File: src/rtl/ptcalc_sched.sv
// ptcalc_sched -- round-robin scheduler sharing one HLS pT-calculation core
// among N_THR station-fit threads.
//
// Each thread owns a one-deep slot holding a complete candidate (pipeline
// word, inner/middle/outer segment words, C-side flag). An idle FSM grants
// the next full slot after the last-served thread, copies it into operand
// registers held constant for the whole job, and drives the core's
// ap_start/ap_ready/ap_done handshake. A captured result is emitted one
// cycle later tagged with the thread index. A job that stays in START+WAIT
// for TIMEOUT cycles is dropped and the core is reset for two cycles.
//
// Ports:
//   ap_clk, ap_rst_n           clock, synchronous active-low reset
//   req_valid/req_ready        per-thread slot handshake (ready = slot empty)
//   req_pl, req_sf_inn/mid/out per-thread candidate fields, thread i at [i*W +: W]
//   req_is_c                   per-thread C-side flag
//   core_start/ready/done      core ap_start / ap_ready / ap_done
//   core_rst                   core reset, active-high
//   core_pl, core_sf_*, core_is_c  operands held for the running job
//   core_res, core_res_vld     core result
//   res_data/res_valid/res_thr registered result, one-cycle strobe, thread tag
//   busy                       FSM not idle
//   nores_cnt, timeout_cnt     saturating event counters
module ptcalc_sched #(
  parameter int unsigned N_THR   = 3,
  parameter int unsigned PL_W    = 16,
  parameter int unsigned SF_W    = 16,
  parameter int unsigned MTC_W   = 16,
  parameter int unsigned TIMEOUT = 255
) (
  input  logic                    ap_clk,
  input  logic                    ap_rst_n,
  input  logic [N_THR-1:0]        req_valid,
  output logic [N_THR-1:0]        req_ready,
  input  logic [N_THR*PL_W-1:0]   req_pl,
  input  logic [N_THR*SF_W-1:0]   req_sf_inn,
  input  logic [N_THR*SF_W-1:0]   req_sf_mid,
  input  logic [N_THR*SF_W-1:0]   req_sf_out,
  input  logic [N_THR-1:0]        req_is_c,
  output logic                    core_start,
  input  logic                    core_ready,
  input  logic                    core_done,
  output logic                    core_rst,
  output logic [PL_W-1:0]         core_pl,
  output logic [SF_W-1:0]         core_sf_inn,
  output logic [SF_W-1:0]         core_sf_mid,
  output logic [SF_W-1:0]         core_sf_out,
  output logic                    core_is_c,
  input  logic [MTC_W-1:0]        core_res,
  input  logic                    core_res_vld,
  output logic [MTC_W-1:0]        res_data,
  output logic                    res_valid,
  output logic [2:0]              res_thr,
  output logic                    busy,
  output logic [7:0]              nores_cnt,
  output logic [7:0]              timeout_cnt
);

  typedef enum logic [1:0] {S_IDLE, S_START, S_WAIT, S_FLUSH} state_t;

  state_t state, state_nxt;

  logic [N_THR-1:0] full;
  logic [PL_W-1:0]  slot_pl  [N_THR];
  logic [SF_W-1:0]  slot_inn [N_THR];
  logic [SF_W-1:0]  slot_mid [N_THR];
  logic [SF_W-1:0]  slot_out [N_THR];
  logic [N_THR-1:0] slot_is_c;

  logic [2:0] rr;
  logic [2:0] thr;
  logic [2:0] gnt;
  logic [2:0] gnt_hi;
  logic [2:0] gnt_lo;
  logic       hi_found;
  logic       grant_en;
  logic       got;
  logic [7:0] tcnt;
  logic       tmo;
  logic       abort;
  logic       fl_cnt;

  assign req_ready = ~full;

  // Round-robin pick: the lowest full slot above rr wins; otherwise wrap to
  // the lowest full slot at or below rr. Descending loops leave the lowest
  // matching index as the final assignment.
  always_comb begin
    gnt_hi   = '0;
    gnt_lo   = '0;
    hi_found = 1'b0;
    for (int unsigned i = N_THR; i >= 1; i--) begin
      if (full[i-1]) begin
        if ((i - 1) > 32'(rr)) begin
          gnt_hi   = 3'(i - 1);
          hi_found = 1'b1;
        end else begin
          gnt_lo = 3'(i - 1);
        end
      end
    end
    gnt = hi_found ? gnt_hi : gnt_lo;
  end

  assign grant_en = (state == S_IDLE) && (|full);
  assign tmo      = (tcnt == 8'(TIMEOUT - 1));
  // A done arriving on the last allowed cycle still completes the job.
  assign abort    = ((state == S_START) && tmo) ||
                    ((state == S_WAIT) && tmo && !core_done);

  // Slot buffers: accept only into empty slots, clear on grant.
  always_ff @(posedge ap_clk) begin
    if (!ap_rst_n) begin
      full      <= '0;
      slot_is_c <= '0;
      for (int unsigned i = 0; i < N_THR; i++) begin
        slot_pl[i]  <= '0;
        slot_inn[i] <= '0;
        slot_mid[i] <= '0;
        slot_out[i] <= '0;
      end
    end else begin
      for (int unsigned i = 0; i < N_THR; i++) begin
        if (req_valid[i] && !full[i]) begin
          full[i]      <= 1'b1;
          slot_pl[i]   <= req_pl[i*PL_W +: PL_W];
          slot_inn[i]  <= req_sf_inn[i*SF_W +: SF_W];
          slot_mid[i]  <= req_sf_mid[i*SF_W +: SF_W];
          slot_out[i]  <= req_sf_out[i*SF_W +: SF_W];
          slot_is_c[i] <= req_is_c[i];
        end else if (grant_en && (32'(gnt) == i)) begin
          full[i] <= 1'b0;
        end
      end
    end
  end

  // FSM state register
  always_ff @(posedge ap_clk) begin
    if (!ap_rst_n) state <= S_IDLE;
    else           state <= state_nxt;
  end

  // FSM next state
  always_comb begin
    state_nxt = state;
    case (state)
      S_IDLE:  if (|full) state_nxt = S_START;
      S_START: begin
        if (abort)           state_nxt = S_FLUSH;
        else if (core_ready) state_nxt = S_WAIT;
      end
      S_WAIT: begin
        if (core_done)  state_nxt = S_IDLE;
        else if (abort) state_nxt = S_FLUSH;
      end
      S_FLUSH: if (fl_cnt) state_nxt = S_IDLE;
      default: state_nxt = S_IDLE;
    endcase
  end

  // FSM outputs
  always_comb begin
    core_start = (state == S_START);
    busy       = (state != S_IDLE);
    core_rst   = !ap_rst_n || (state == S_FLUSH);
  end

  // Operands, job bookkeeping, result capture and counters
  always_ff @(posedge ap_clk) begin
    if (!ap_rst_n) begin
      rr          <= 3'(N_THR - 1);
      thr         <= '0;
      got         <= 1'b0;
      tcnt        <= '0;
      fl_cnt      <= 1'b0;
      core_pl     <= '0;
      core_sf_inn <= '0;
      core_sf_mid <= '0;
      core_sf_out <= '0;
      core_is_c   <= 1'b0;
      res_data    <= '0;
      res_valid   <= 1'b0;
      nores_cnt   <= '0;
      timeout_cnt <= '0;
    end else begin
      res_valid <= 1'b0;
      fl_cnt    <= (state == S_FLUSH);

      if (grant_en) begin
        core_pl     <= slot_pl[gnt];
        core_sf_inn <= slot_inn[gnt];
        core_sf_mid <= slot_mid[gnt];
        core_sf_out <= slot_out[gnt];
        core_is_c   <= slot_is_c[gnt];
        rr          <= gnt;
        thr         <= gnt;
        got         <= 1'b0;
        tcnt        <= '0;
      end

      if ((state == S_START) || (state == S_WAIT))
        tcnt <= tcnt + 8'd1;

      // Only the first result of a job is emitted; a dropped job emits none.
      if ((state == S_WAIT) && core_res_vld && !got && !abort) begin
        res_data  <= core_res;
        res_valid <= 1'b1;
        got       <= 1'b1;
      end

      if ((state == S_WAIT) && core_done && !got && !core_res_vld &&
          (nores_cnt != 8'hFF))
        nores_cnt <= nores_cnt + 8'd1;

      if (abort && (timeout_cnt != 8'hFF))
        timeout_cnt <= timeout_cnt + 8'd1;
    end
  end

  assign res_thr = thr;

endmodule

File: config.mk
export PLATFORM = sky130hd
export DESIGN_NAME = ptcalc_sched
export DESIGN_NICKNAME = d
export VERILOG_FILES = /design/src/rtl/ptcalc_sched.sv
export SDC_FILE = /design/constraint.sdc
export NUM_CORES = 1
export LEC_CHECK = 0
export CORE_MARGIN = 5
export CORE_UTILIZATION = 49
export CTS_CLUSTER_SIZE = 24
export DETAILED_ROUTE_END_ITERATION = 10
export GPL_TIMING_DRIVEN = 0
export PLACE_DENSITY = 0.8
export SLEW_MARGIN = 20
export SYNTH_ARGS = -nofsm -noshare
export SYNTH_HDL_FRONTEND = slang
export SYNTH_SLANG_ARGS = --single-unit
File: constraint.sdc
create_clock -name ap_clk -period 9.1 [get_ports ap_clk]
set_input_delay 1.82 -clock ap_clk [delete_from_list [all_inputs] [get_ports ap_clk]]
set_output_delay 1.82 -clock ap_clk [all_outputs]
set_load 0.05 [all_outputs]
==> results.ini <==
[setup_path]
r2r.worst_path.cells=8
regToRegSetupSlack_ps=6270
crit_path_max_fanout=10
end_kind=primary output
critPathCapture=core_rst
critPathLaunchType=input port
worst_r2r_startpoint=state[1]
crit_arrival_ps=4390
rr_endpoint=core_sf_inn[1]
worstPathRequired_ps=7280
critical_path.startpoint=ap_rst_n
critical_path_class=in2out

[status]
status=complete, no violations

[timing]
skew_ps=14.85
maxSlewViolCount=0
min_period_over_period_pct=68.27
maxSlewHeadroom_pct=26.21
rsz0062_at_grt=no
fmax_ghz=0.1610
min_period_ps=6213
holdWs_ps=459.1
hold_viol_final=0
worst_pin_slew_ps=1097
setup_viol=0

[floorplanning]
initial_core_util_pct=49.56
pin_count=326
fp-row-count=59
die_area_mm2=0.02962
fp.dieH_um=172.1
coreArea_mm2=0.02598
die_w_um=172.1

[route]
via_count=10790
viasPerCell=5.732
firstDrtPassIters=5
ant_nets=0
wire_per_inst_um=21.81
drtIter0Drc=904
routed_wl_um=41070
drc=0

[power_and_ir_drop]
power_density_mw_per_mm2=240.6
leakage_nw=6.541
power_frac_comb_pct=26.5
pwr-share-clk_pct=31.7
power_frac_seq_pct=41.8
swShare_pct=32.43
p_int_mw=2.912
irDropWorstVdd_mv=0.1633
finalPower_mw=4.310
p_sw_mw=1.398

[clocking]
clk_path_buf_depth=3
clkLatencyLatePin_ps=560
cts-buffers-inserted=31
cts_tree=built
post_cts_resized=0
post_cts_buffers=0
htreeDepth=1
cts.clk_slew.worst_paths_ps=60
cts_hold_buf=0
root_buffer=clkbuf_16
cts_sinks=311

[synthesis]
ys_async_sr_fraction_pct=0
yosys_register_bits=311
synth_top_area_share_pct=44.77
ys_warn_count=0
ys_top_cells_by_area=edfxtp_1, dfxtp_1, and2_1
ys_seq_area_share_pct=63.27
synth_nets=1383
synth_top_area_cell=edfxtp_1
synthDistinctLibCells=51
synthesis.area_mm2=0.01288
synthCells=1156
ys.flop_type=edfxtp_1
synth_edf_count=192
avgSynthCellArea_um2=11.14

[layout]
syn_to_final_growth_pct=39.11
fin_util_pct=68.94
finalNonFillerCells=1883
drive_gt1_share_pct=5.110
mostFrequentLayoutCells=clkdlybuf4s50_1, nand4_1, and2_1, edfxtp_1, nand2_1
final_common_cell=clkdlybuf4s50_1
nets=1749

[global_routing]
grt_pass1_wl_um=60760
first_global_vias=10920
overflow=0
grt_usage_pct=26.53
antenna_found_initial=2
grt_max_degree=24

[placement]
place_inst=1824
hpwl_um=29430
io_buffers=324
gp_congestion=0.8955

[worst_hold_path]
hold_depth=2
hold_path.class=reg2reg

[run]
max-cap-violations=0

## power by group through the flow
stage                     combinational (mW)  clock [mW]  sequential (mW)
after global routing                    1.21        1.44             1.81
after global placement                  1.09           0             1.84
after CTS                               1.14        1.37             1.80
after floorplan                        0.409           0             2.06
after detailed placement                1.13           0             1.82
final                                   1.14        1.37             1.80
## Yosys cell counts (4+ instances only)
cell,number
xor2_1,4
nor2b_1,8
a21oi_1,15
a32oi_1,4
or3_1,4
inv_1,17
nor3_1,4
edfxtp_1,192
dfxtp_1,119
nand2_1,180
buf_1,12
mux2i_1,21
ha_1,8
and2_1,195
nand4_1,195
buf_2,5
nor2_1,17
nand2b_1,5
nand3_1,10
o21ai_0,17
clkbuf_1,72
and3_1,5
o211ai_1,4
## flip-flops by register name, indices dropped and copies added, names as in the netlist, 3 cells and up
name / flops
slot_out: 48
core_sf_out: 16
slot_inn: 48
full: 3
slot_is_c: 3
core_pl: 16
slot_pl: 48
slot_mid: 48
nores_cnt: 8
res_data: 16
core_sf_inn: 16
core_sf_mid: 16
tcnt: 8
timeout_cnt: 8
## metal layers
| metal | track usage (%) | vias to the layer above | part of all wire [%] | routed length (um) |
|---|---|---|---|---|
| met1 | 33.91 | 5202 | 38 | 15600 |
| met5 | 0 | - | 0.049 | 20 |
| li1 | - | 4914 | - | - |
| met3 | 5.235 | 89 | 9.2 | 3773 |
| met4 | 8.578 | 2 | 3.2 | 1326 |
| met2 | 45.66 | 587 | 50 | 20350 |
## worst min-delay path by stage
stage                              start        endpoint  slack, ps
after floorplan                  tcnt[6]         tcnt[6]        430
after global placement    slot_out[0][5]  core_sf_out[5]        440
after detailed placement  slot_pl[0][13]     core_pl[13]        450
after CTS                 slot_pl[0][14]     core_pl[14]        460
after global routing      slot_out[0][8]  core_sf_out[8]        480
final                        res_data[6]     res_data[6]        460
## logic make-up (layout without fill, tap and decap cells)
family	Yosys count	in the layout	share of synthesized area [%]
adder cells (fa/ha/maj)	8	8	0.7773
AND/OR/NAND/NOR	633	633	27.08
buffers and inverters	110	500	3.430
XOR/XNOR	4	4	0.2720
flip-flops	311	311	63.27
AO/OA/AOI/OAI	68	68	3.508
other	1	3	0.02912
multiplexers	21	21	1.632
## worst max-delay path, stage by stage
cell	delay [ps]
clkdlybuf4s50_1	490
clkbuf_1	710
clkbuf_1	520
nand2b_1	110
clkdlybuf4s50_1	730
## metrics by stage
| stage | TNS, ps | instance area (um2) | setup WS [ps] |
|---|---|---|---|
| after floorplan | 0 | 12880 | 2159 |
| after global placement | -247420 | 16540 | -1527 |
| after detailed placement | 0 | 16800 | 2891 |
| after CTS | 0 | 17910 | 2885 |
| after global routing | 0 | 17910 | 2813 |
| final | 0 | 17910 | 2887 |
## cell type report
type | count | area (um2)
buffer | 93 | 377.9
timing repair buffer | 333 | 3471
inverter | 17 | 63.81
antenna | 2 | 5.005
clock buffer | 38 | 852.1
sequential | 311 | 8148
clock inverter | 19 | 252.7
tap | 335 | 419.2
fill | 1872 | 8071
multi-input combinational | 735 | 4324
Power figures use the tool's default switching activity.
